<file path="src/rtl/fetch_stage_pkg.sv">
// -----------------------------------------------------------------------------
// fetch_stage_pkg
// Shared types and constants for the instruction fetch stage.
//   fetch_state_t : fetch control states
//   FETCH_NOP     : instruction word placed in IF/ID for a bubble
//   INST_W_DEF    : default width of the instruction handed to decode
//   PC_STEP       : sequential PC increment
// -----------------------------------------------------------------------------
package fetch_stage_pkg;

    typedef enum logic [1:0] {
        S_REQ  = 2'b00,
        S_WAIT = 2'b01,
        S_HOLD = 2'b10,
        S_DROP = 2'b11
    } fetch_state_t;

    localparam int          INST_W_DEF = 26;
    localparam logic [31:0] FETCH_NOP  = 32'h0000_0000;
    localparam logic [31:0] PC_STEP    = 32'd4;

    // Saturating increment used by the optional performance counters.
    function automatic logic [31:0] sat_inc32(input logic [31:0] value);
        logic [31:0] result;
        if (value == 32'hFFFF_FFFF) begin
            result = value;
        end else begin
            result = value + 32'd1;
        end
        return result;
    endfunction

endpackage

</file>
<file path="src/rtl/fetch_stage_reg_fd.sv">
// -----------------------------------------------------------------------------
// reg_fd
// IF/ID pipeline register. Flush has priority over load; with neither, the
// contents are held (valid_o is never cleared on its own).
// Ports:
//   clk, reset          : clock, asynchronous active-low reset
//   load_i, flush_i     : load new instruction / load a bubble
//   inst_i, pc_plus8_i  : instruction and its PC+8
//   inst_o, pc_plus8_o, valid_o : registered IF/ID contents
// -----------------------------------------------------------------------------
import fetch_stage_pkg::*;

module reg_fd #(
    parameter int INST_W = INST_W_DEF
) (
    input  logic              clk,
    input  logic              reset,
    input  logic              load_i,
    input  logic              flush_i,
    input  logic [INST_W-1:0] inst_i,
    input  logic [31:0]       pc_plus8_i,
    output logic [INST_W-1:0] inst_o,
    output logic [31:0]       pc_plus8_o,
    output logic              valid_o
);

    localparam logic [INST_W-1:0] NOP_W = FETCH_NOP[INST_W-1:0];

    // IF/ID state: bubble on reset or flush, capture on load, otherwise hold.
    always_ff @(posedge clk or negedge reset) begin
        if (!reset) begin
            inst_o     <= NOP_W;
            pc_plus8_o <= 32'h0000_0000;
            valid_o    <= 1'b0;
        end else if (flush_i) begin
            inst_o     <= NOP_W;
            pc_plus8_o <= 32'h0000_0000;
            valid_o    <= 1'b0;
        end else if (load_i) begin
            inst_o     <= inst_i;
            pc_plus8_o <= pc_plus8_i;
            valid_o    <= 1'b1;
        end else begin
            inst_o     <= inst_o;
            pc_plus8_o <= pc_plus8_o;
            valid_o    <= valid_o;
        end
    end

endmodule

</file>
<file path="src/rtl/fetch_stage.sv">
// -----------------------------------------------------------------------------
// fetch_stage
// Instruction fetch: PC register, request/response control with at most one
// outstanding memory access, a one-entry hold buffer for words that return
// while decode is stalled, and the IF/ID register (reg_fd).
// Ports:
//   clk, reset                         : clock, asynchronous active-low reset
//   stall_d, flush_d                   : decode hold / bubble request
//   branch_taken_e, branch_target_e    : redirect from execute
//   imem_req, imem_addr, imem_gnt      : request channel
//   imem_rvalid, imem_rdata            : response channel
//   inst_d, pc_plus8_d, valid_d        : IF/ID outputs
//   perf_fetched, perf_bubbles         : only with FETCH_PERF_CNT_EN defined
// Build option: FETCH_PERF_CNT_EN adds saturating fetch/bubble counters.
// -----------------------------------------------------------------------------
import fetch_stage_pkg::*;

module fetch_stage #(
    parameter logic [31:0] RESET_PC = 32'h0000_0000,
    parameter int          INST_W   = INST_W_DEF
) (
    input  logic              clk,
    input  logic              reset,
    input  logic              stall_d,
    input  logic              flush_d,
    input  logic              branch_taken_e,
    input  logic [31:0]       branch_target_e,
    output logic              imem_req,
    output logic [31:0]       imem_addr,
    input  logic              imem_gnt,
    input  logic              imem_rvalid,
    input  logic [31:0]       imem_rdata,
    output logic [INST_W-1:0] inst_d,
    output logic [31:0]       pc_plus8_d,
    output logic              valid_d
`ifdef FETCH_PERF_CNT_EN
    ,
    output logic [31:0]       perf_fetched,
    output logic [31:0]       perf_bubbles
`endif
);

    fetch_state_t      state_q, state_d;
    logic [31:0]       pc_q, pc_d;
    logic [INST_W-1:0] hold_q, hold_d;
    logic              hold_vld_q, hold_vld_d;
    // Low during reset and the cycle after release so imem_req stays quiet.
    logic              run_q;

    logic              fd_load_s;
    logic              fd_flush_s;
    logic [INST_W-1:0] fd_inst_s;
    logic [31:0]       fd_pc8_s;
    logic              gnt_s;
    logic              rdata_unused_s;

    assign gnt_s     = run_q && (state_q == S_REQ) && imem_gnt;
    assign imem_req  = run_q && (state_q == S_REQ);
    assign imem_addr = pc_q;
    // A redirect always replaces whatever decode would have received this cycle.
    assign fd_flush_s = flush_d || branch_taken_e;
    assign rdata_unused_s = ^{imem_rdata[31:INST_W], branch_target_e[1:0]};

    // Fetch state, PC and hold buffer registers.
    always_ff @(posedge clk or negedge reset) begin
        if (!reset) begin
            state_q    <= S_REQ;
            pc_q       <= RESET_PC;
            hold_q     <= FETCH_NOP[INST_W-1:0];
            hold_vld_q <= 1'b0;
            run_q      <= 1'b0;
        end else begin
            state_q    <= state_d;
            pc_q       <= pc_d;
            hold_q     <= hold_d;
            hold_vld_q <= hold_vld_d;
            run_q      <= 1'b1;
        end
    end

    // Next-state, PC update and IF/ID load selection.
    always_comb begin
        state_d    = state_q;
        pc_d       = pc_q;
        hold_d     = hold_q;
        hold_vld_d = hold_vld_q;
        fd_load_s  = 1'b0;
        fd_inst_s  = imem_rdata[INST_W-1:0];
        fd_pc8_s   = pc_q + PC_STEP + PC_STEP;

        if (branch_taken_e) begin
            pc_d       = {branch_target_e[31:2], 2'b00};
            hold_vld_d = 1'b0;
            // A request still in flight must have its response discarded.
            if (gnt_s || ((state_q == S_WAIT) && !imem_rvalid)) begin
                state_d = S_DROP;
            end else begin
                state_d = S_REQ;
            end
        end else begin
            case (state_q)
                S_REQ: begin
                    if (gnt_s) begin
                        state_d = S_WAIT;
                    end else begin
                        state_d = S_REQ;
                    end
                end
                S_WAIT: begin
                    if (imem_rvalid) begin
                        pc_d = pc_q + PC_STEP;
                        if (stall_d) begin
                            hold_d     = imem_rdata[INST_W-1:0];
                            hold_vld_d = 1'b1;
                            state_d    = S_HOLD;
                        end else begin
                            fd_load_s = 1'b1;
                            state_d   = S_REQ;
                        end
                    end else begin
                        state_d = S_WAIT;
                    end
                end
                S_HOLD: begin
                    if (!stall_d) begin
                        // PC already advanced past the held word.
                        fd_load_s  = hold_vld_q;
                        fd_inst_s  = hold_q;
                        fd_pc8_s   = pc_q + PC_STEP;
                        hold_vld_d = 1'b0;
                        state_d    = S_REQ;
                    end else begin
                        state_d = S_HOLD;
                    end
                end
                S_DROP: begin
                    if (imem_rvalid) begin
                        state_d = S_REQ;
                    end else begin
                        state_d = S_DROP;
                    end
                end
                default: begin
                    state_d = S_REQ;
                end
            endcase
        end
    end

    reg_fd #(
        .INST_W (INST_W)
    ) u_reg_fd (
        .clk        (clk),
        .reset      (reset),
        .load_i     (fd_load_s),
        .flush_i    (fd_flush_s),
        .inst_i     (fd_inst_s),
        .pc_plus8_i (fd_pc8_s),
        .inst_o     (inst_d),
        .pc_plus8_o (pc_plus8_d),
        .valid_o    (valid_d)
    );

`ifdef FETCH_PERF_CNT_EN
    // Saturating counters of valid IF/ID loads and of bubble loads.
    always_ff @(posedge clk or negedge reset) begin
        if (!reset) begin
            perf_fetched <= 32'h0000_0000;
            perf_bubbles <= 32'h0000_0000;
        end else if (fd_flush_s) begin
            perf_bubbles <= sat_inc32(perf_bubbles);
        end else if (fd_load_s) begin
            perf_fetched <= sat_inc32(perf_fetched);
        end else begin
            perf_fetched <= perf_fetched;
            perf_bubbles <= perf_bubbles;
        end
    end
`endif

endmodule

</file>
<file path="config.mk">
export PLATFORM = sky130hd
export DESIGN_NAME = fetch_stage
export DESIGN_NICKNAME = d
export VERILOG_FILES = /design/src/rtl/fetch_stage_pkg.sv /design/src/rtl/fetch_stage_reg_fd.sv /design/src/rtl/fetch_stage.sv
export SDC_FILE = /design/constraint.sdc
export NUM_CORES = 1
export LEC_CHECK = 0
export ABC_AREA = 1
export ABC_CLOCK_PERIOD_IN_PS = 2200
export CAP_MARGIN = 20
export CORE_ASPECT_RATIO = 0.9
export CORE_MARGIN = 3
export CORE_UTILIZATION = 30
export DETAILED_ROUTE_END_ITERATION = 8
export DONT_BUFFER_PORTS = 1
export SLEW_MARGIN = 25
export SYNTH_ARGS = -nofsm -noshare
export SYNTH_HDL_FRONTEND = slang
export SYNTH_SLANG_ARGS = --single-unit
export TNS_END_PERCENT = 5
</file>
<file path="constraint.sdc">
create_clock -name clk -period 2.2 [get_ports clk]
set_clock_uncertainty 0.1 [all_clocks]
set_input_delay 0.22 -clock clk [delete_from_list [all_inputs] [get_ports clk]]
set_output_delay 0.22 -clock clk [all_outputs]
set_load 0.05 [all_outputs]
</file>
* Yosys cells after proc, flatten, opt, wreduce, memory -nomap -nowiden
Index checks and enable logic that the tools add are counted.
Storage, ports and cells: latch bits 0, register bits 121, output and inout port bits 92, input port bits 71, ROM bits 0, bits in writable memories 0, memories kept 0
Cells by class: eq/ne operators 6, $add $sub $neg 2, reductions and logical operators 14, bitwise logic cells 1, multiplexer cells 32, order comparisons 0, multipliers 0, shift operators 0, divide/modulo/power cells 0
Operators by type and width (number):
- $mux W32 | 8
- $mux W26 | 5
- $add A32 B3 Y32 const B | 2
- $mux W1 | 11
- $mux W2 | 5
- $ne A3 B3 Y1 const B | 3
- $pmux W2 S4 | 1
- $reduce_bool A2 Y1 | 3
- $eq A2 B2 Y1 const B | 2
- $pmux W1 S2 | 2
- $reduce_and A4 Y1 | 1
- $logic_and A1 B1 Y1 | 3
- $reduce_and A3 Y1 | 1
- $reduce_bool A3 Y1 | 1
- $eq A2 B1 Y1 const B | 1
- $logic_not A2 Y1 | 1
- $logic_or A1 B1 Y1 | 2
- $reduce_and A2 Y1 | 1
- $logic_not A1 Y1 | 1
- $not A1 Y1 | 1

* Depth between registers and ports, before layout
depth after elaboration 7, mapped depth 16

* Cells and area by module
A second synthesis with hierarchy kept.
Second synthesis, totals: cell total of the unflattened synthesis 1044, area total of the unflattened synthesis 7320.8 um2
Modules (own cells, without submodules):
- fetch_stage | cells each 788, instances 1, area each 4964.8 um2
- reg_fd | cells each 256, instances 1, area each 2356.0 um2

* Worst setup path before layout
OpenSTA, ideal clock, no wires.
kind register to register, start register pc_q[2], in the netlist imem_addr[2], end register u_reg_fd.pc_plus8_o[27], buffers on the path 0, slack -0.411 ns, period minus slack after synthesis 2.611 ns, setup time 0.076 ns, data arrival time 2.435 ns, cell stages (with the launch flop) 14, required time 2.024 ns, path through dfrtp_1 > ha_1 > nand3_2 > xor2_1 > inv_1 > nor2_1 > nand3_1 > nor2_4 > nand2_2 > nor2_4 > nand2_1 > nand2_1 > nand2_1 > o21ai_1
On the way: longest elaborated chain between the ends 7
Ends and longest elaborated chain:
- from (decl) | line fetch_stage.sv:44 | logic [31:0] pc_q, pc_d;
- from (signal assigned) | line fetch_stage.sv:74 | pc_q <= pc_d;
- $add A32 B3 Y32 (*) | line fetch_stage.sv:89, fetch_stage.sv:129
- $add A32 B3 Y32 | line fetch_stage.sv:89 | fd_pc8_s = pc_q + PC_STEP + PC_STEP;
- $mux W32 | line fetch_stage.sv:125 | if (!stall_d) begin
- $mux W32 | line fetch_stage.sv:101 | case (state_q)
- $mux W32 (*) | line fetch_stage.sv:91 | if (branch_taken_e) begin
- $mux W32 (*) | line fetch_stage_reg_fd.sv:39 | end else if (load_i) begin
- $mux W32 (*) | line fetch_stage_reg_fd.sv:35 | end else if (flush_i) begin
- to (signal assigned) | line fetch_stage_reg_fd.sv:41 | pc_plus8_o <= pc_plus8_i;
- to (signal assigned) | line fetch_stage_reg_fd.sv:45 | pc_plus8_o <= pc_plus8_o;
- to (decl) | line fetch_stage_reg_fd.sv:23 | output logic [31:0] pc_plus8_o,
Mark *: on every way between the ends. The rest lies on a longest branch, timed or not. The select of a mux whose other input is x is not followed. A chain may end at the register's enable or synchronous reset.

* Final worst setup path
start register pc_q[2], in the netlist imem_addr[2], end register u_reg_fd.pc_plus8_o[31]
Same word-level chain as after synthesis.

==> impl_results.md <==
* Status: complete, but fails checks
* Failing checks: hold timing, setup timing
* Reg2reg start: imem_addr[2]
* Clock root buffer: clkbuf_16
* Die H at 149.0 µm
* Final Cell Area at 9737 µm²
* Netlist cell types at 40
* First-pass GRT wire length at 36690 µm
* Sequential area share after synthesis at 42.94%
* Fmax achieved at 419.9 MHz
* Placed Area at 8230 µm²
* Crit path cell chain: ha_4 > nand2_4 > nor2_4 > nand2_4 > nand2_2 > nand2_2 > nor2_4 > nand3_2 > nor2_4 > nand3_1 > nor2_2 > nand3_1 > nand3_1 > nand2_1
* CTS Buf Count at 17
* Post-synth top area share at 42.94%
* Worst slew margin at 59.70%
* Die X at 164.9 µm
* # setup viols final at 16
* Die area at 24570 µm²
* Critical-path maximum fanout at 5
* Max Cap Viol at 0
* Slack of the critical path at -0.1814 ns
* Area delta synth->final at 42.82%
* Total grt overflow at 0
* Syn Inst Count at 928
* Mapped cell area at 6818 µm²
* Number of synthesis warnings at 0
* FF+latch count, synth at 117
* Slew Viols, Final at 0
* Total power at 7.850 mW
* CP Buf/Inv Count at 0
* Min Clock Period, post-route at 2.381 ns
* Synth top area cells: dfrtp_1 43%, nand2_1 15%, nor2_1 5.7%
* Detail Placement HPWL at 16770 µm
* # IOs at 163
* Avg Inst Size Synth at 7.347 µm²
* Fraction of layout cells with a size suffix above 1 at 25.26%
* Slew @ Worst Pin at 0.6046 ns
* Via Count at 6995
* WL/cell at 16.55 µm
* Vias per cell at 4.871
* Final period util at 108.2%
* Most frequent cell after synthesis: nand2_1
* CTS tree: yes
* Synth cell count leaders: 278 x nand2_1, 117 x dfrtp_1, 103 x nor2_1, 94 x inv_1, 62 x o21ai_0
* Core Area at 21950 µm²
* Deepest clock path buffer count at 2
* CP max-delay cell: dfrtp_4
* Nets at 1209
* DRC errors left at 0
* H-tree depth at 4
* Placer Congestion at 0.8978
* RR Endpoint: u_reg_fd.pc_plus8_o[31]
* Worst hold path type: input port to asynchronous set/reset pin
* Drt total wl at 23770 µm
* Crit start category: flip-flop
* CP arrival at 2.60 ns
* Clock-pin slew on the worst setup and hold paths at 0.06 ns
* Latest clock arrival within the worst-skew pair at 0.43 ns
* Async set or reset register ratio after synthesis at 100.0%
* Delay of the slowest critical-path stage at 0.47 ns
* Initial Utilization at 31.06%
* Top delay family on crit path: simple AND/OR/NAND/NOR gates
* 1st-pass router iterations at 5
* Unrepaired setup endpoints after global routing: yes
* Starting DRT DRC Count at 498
* CP Class: flip-flop to flip-flop
* Top_reg_cell synth: dfrtp_1
* Remaining antenna violation count after routing at 0
* Pwr dens at 806.2 nW/µm²
* Clock sink count at 117
* Final Hold Viols at 117
* Flop2flop setup slack at -0.18 ns
* Initial antenna violation count at 2
* Area leader, netlist: dfrtp_1
* Pleak at 4.591 nW
* Hold_ws at -0.6081 ns
* Peak supply drop at 0.0004955 V
* Largest net degree at the start of global routing at 118
* Reg2Reg Depth at 14
* CP required at 2.41 ns
* CP Capture Type: flip-flop
* Number of global-route vias before repair at 6855
* Util after Layout at 44.36%
* # rows at 51
* GRT Overall Usage at 19.32%
* PortBufs at 0
* EDFF count, synth at 0
through the flow:
| stage | cells | setup WS, ns | TNS (ns) | hold slack [ns] |
|---|---|---|---|---|
| after global placement | 1334 | -0.1152 | -0.9896 | -0.1685 |
| after floorplan | 931 | -0.06848 | -0.4567 | -0.1756 |
| final | 1436 | -0.1814 | -1.400 | -0.6081 |
| after CTS | 1431 | -0.1770 | -1.480 | -0.6292 |
| after global routing | 1436 | -0.3183 | -4.008 | -0.6261 |
| after detailed placement | 1334 | -0.1512 | -1.489 | -0.1685 |
sequential cells by signal, indices dropped and copies added (netlist names):
register / count
run_q: 1
hold_vld_q: 1
u_reg_fd.pc_plus8_o: 30
u_reg_fd.inst_o: 26
u_reg_fd.valid_o: 1
hold_q: 26
state_q: 2
imem_addr: 30
metal layers:
metal	GRT usage, %	part of all wire [%]	vias up	wire length, µm
met5	0	0	-	0
met4	6.122	1.9	0	455
met3	5.691	8.7	33	2063
met2	29.38	44	254	10390
met1	26.49	46	3275	10850
li1	-	-	3433	-
area by class of cell:
cell class	instances	area [µm²]
Antenna cell	1	2.502
Clock buffer	18	439.2
Clock inverter	14	162.7
Fill cell	2153	12210
Inverter	97	366.6
Multi-Input combinational cell	682	3596
Sequential cell	117	2945
Tap cell	291	364.1
Timing Repair Buffer	216	1861
cell usage in the layout, fill, tap and decap left out, types with 2 or more instances in the layout:
cell,instances
a21oi_1,49
a22oi_1,2
a32o_1,6
buf_12,5
buf_4,142
buf_6,3
bufinv_16,2
clkbuf_16,17
clkinv_4,2
conb_1,5
dfrtp_1,105
dfrtp_2,11
dlygate4sd3_1,66
ha_1,5
inv_1,91
inv_2,4
inv_6,7
mux2i_1,6
nand2_1,268
nand2_2,22
nand2_4,6
nand3_1,43
nand3_2,2
nand3_4,3
nand3b_1,2
nand4_1,14
nor2_1,85
nor2_2,25
nor2_4,20
o211ai_1,6
o21ai_0,57
o21ai_1,13
o221ai_1,24
xor2_2,3
cells by family (layout without fill, tap and decap cells):
| family | after synthesis | in the layout | share of synthesized area [%] |
|---|---|---|---|
| compound gates | 164 | 164 | 14.33 |
| xor+xnor | 5 | 5 | 0.8627 |
| fa+ha+maj | 7 | 7 | 1.285 |
| buf+inv | 132 | 345 | 7.561 |
| flops | 117 | 117 | 42.94 |
| mux | 6 | 6 | 0.8809 |
| other cells | 2 | 6 | 0.1102 |
| simple gates | 495 | 495 | 32.02 |
where the power goes:
group | internal, mW | switching, mW
Combinational | 0.786 | 1.19
Sequential | 2.50 | 0.477
Clock | 1.73 | 1.16
worst max-delay path by stage:
stage,from,endpoint,slack [ns],cells after the start
floorplan,imem_addr[3],u_reg_fd.pc_plus8_o[28],-0.07,11
global placement,imem_addr[2],u_reg_fd.pc_plus8_o[27],-0.12,16
detailed placement,imem_addr[2],u_reg_fd.pc_plus8_o[28],-0.15,13
CTS,imem_addr[2],u_reg_fd.pc_plus8_o[30],-0.18,13
global route,imem_addr[2],u_reg_fd.pc_plus8_o[27],-0.32,16
finish,imem_addr[2],u_reg_fd.pc_plus8_o[31],-0.18,14
what timing repair did:
action | CTS | global route
gates resized for setup | 12 | 49
endpoints found under the hold margin | 203 | 120
setup buffers | 0 | 2
setup endpoints to repair | 19 | 53
pin swaps | 2 | 23
hold buffers | 65 | 2
No activity file was read; power rests on OpenSTA's default activity.
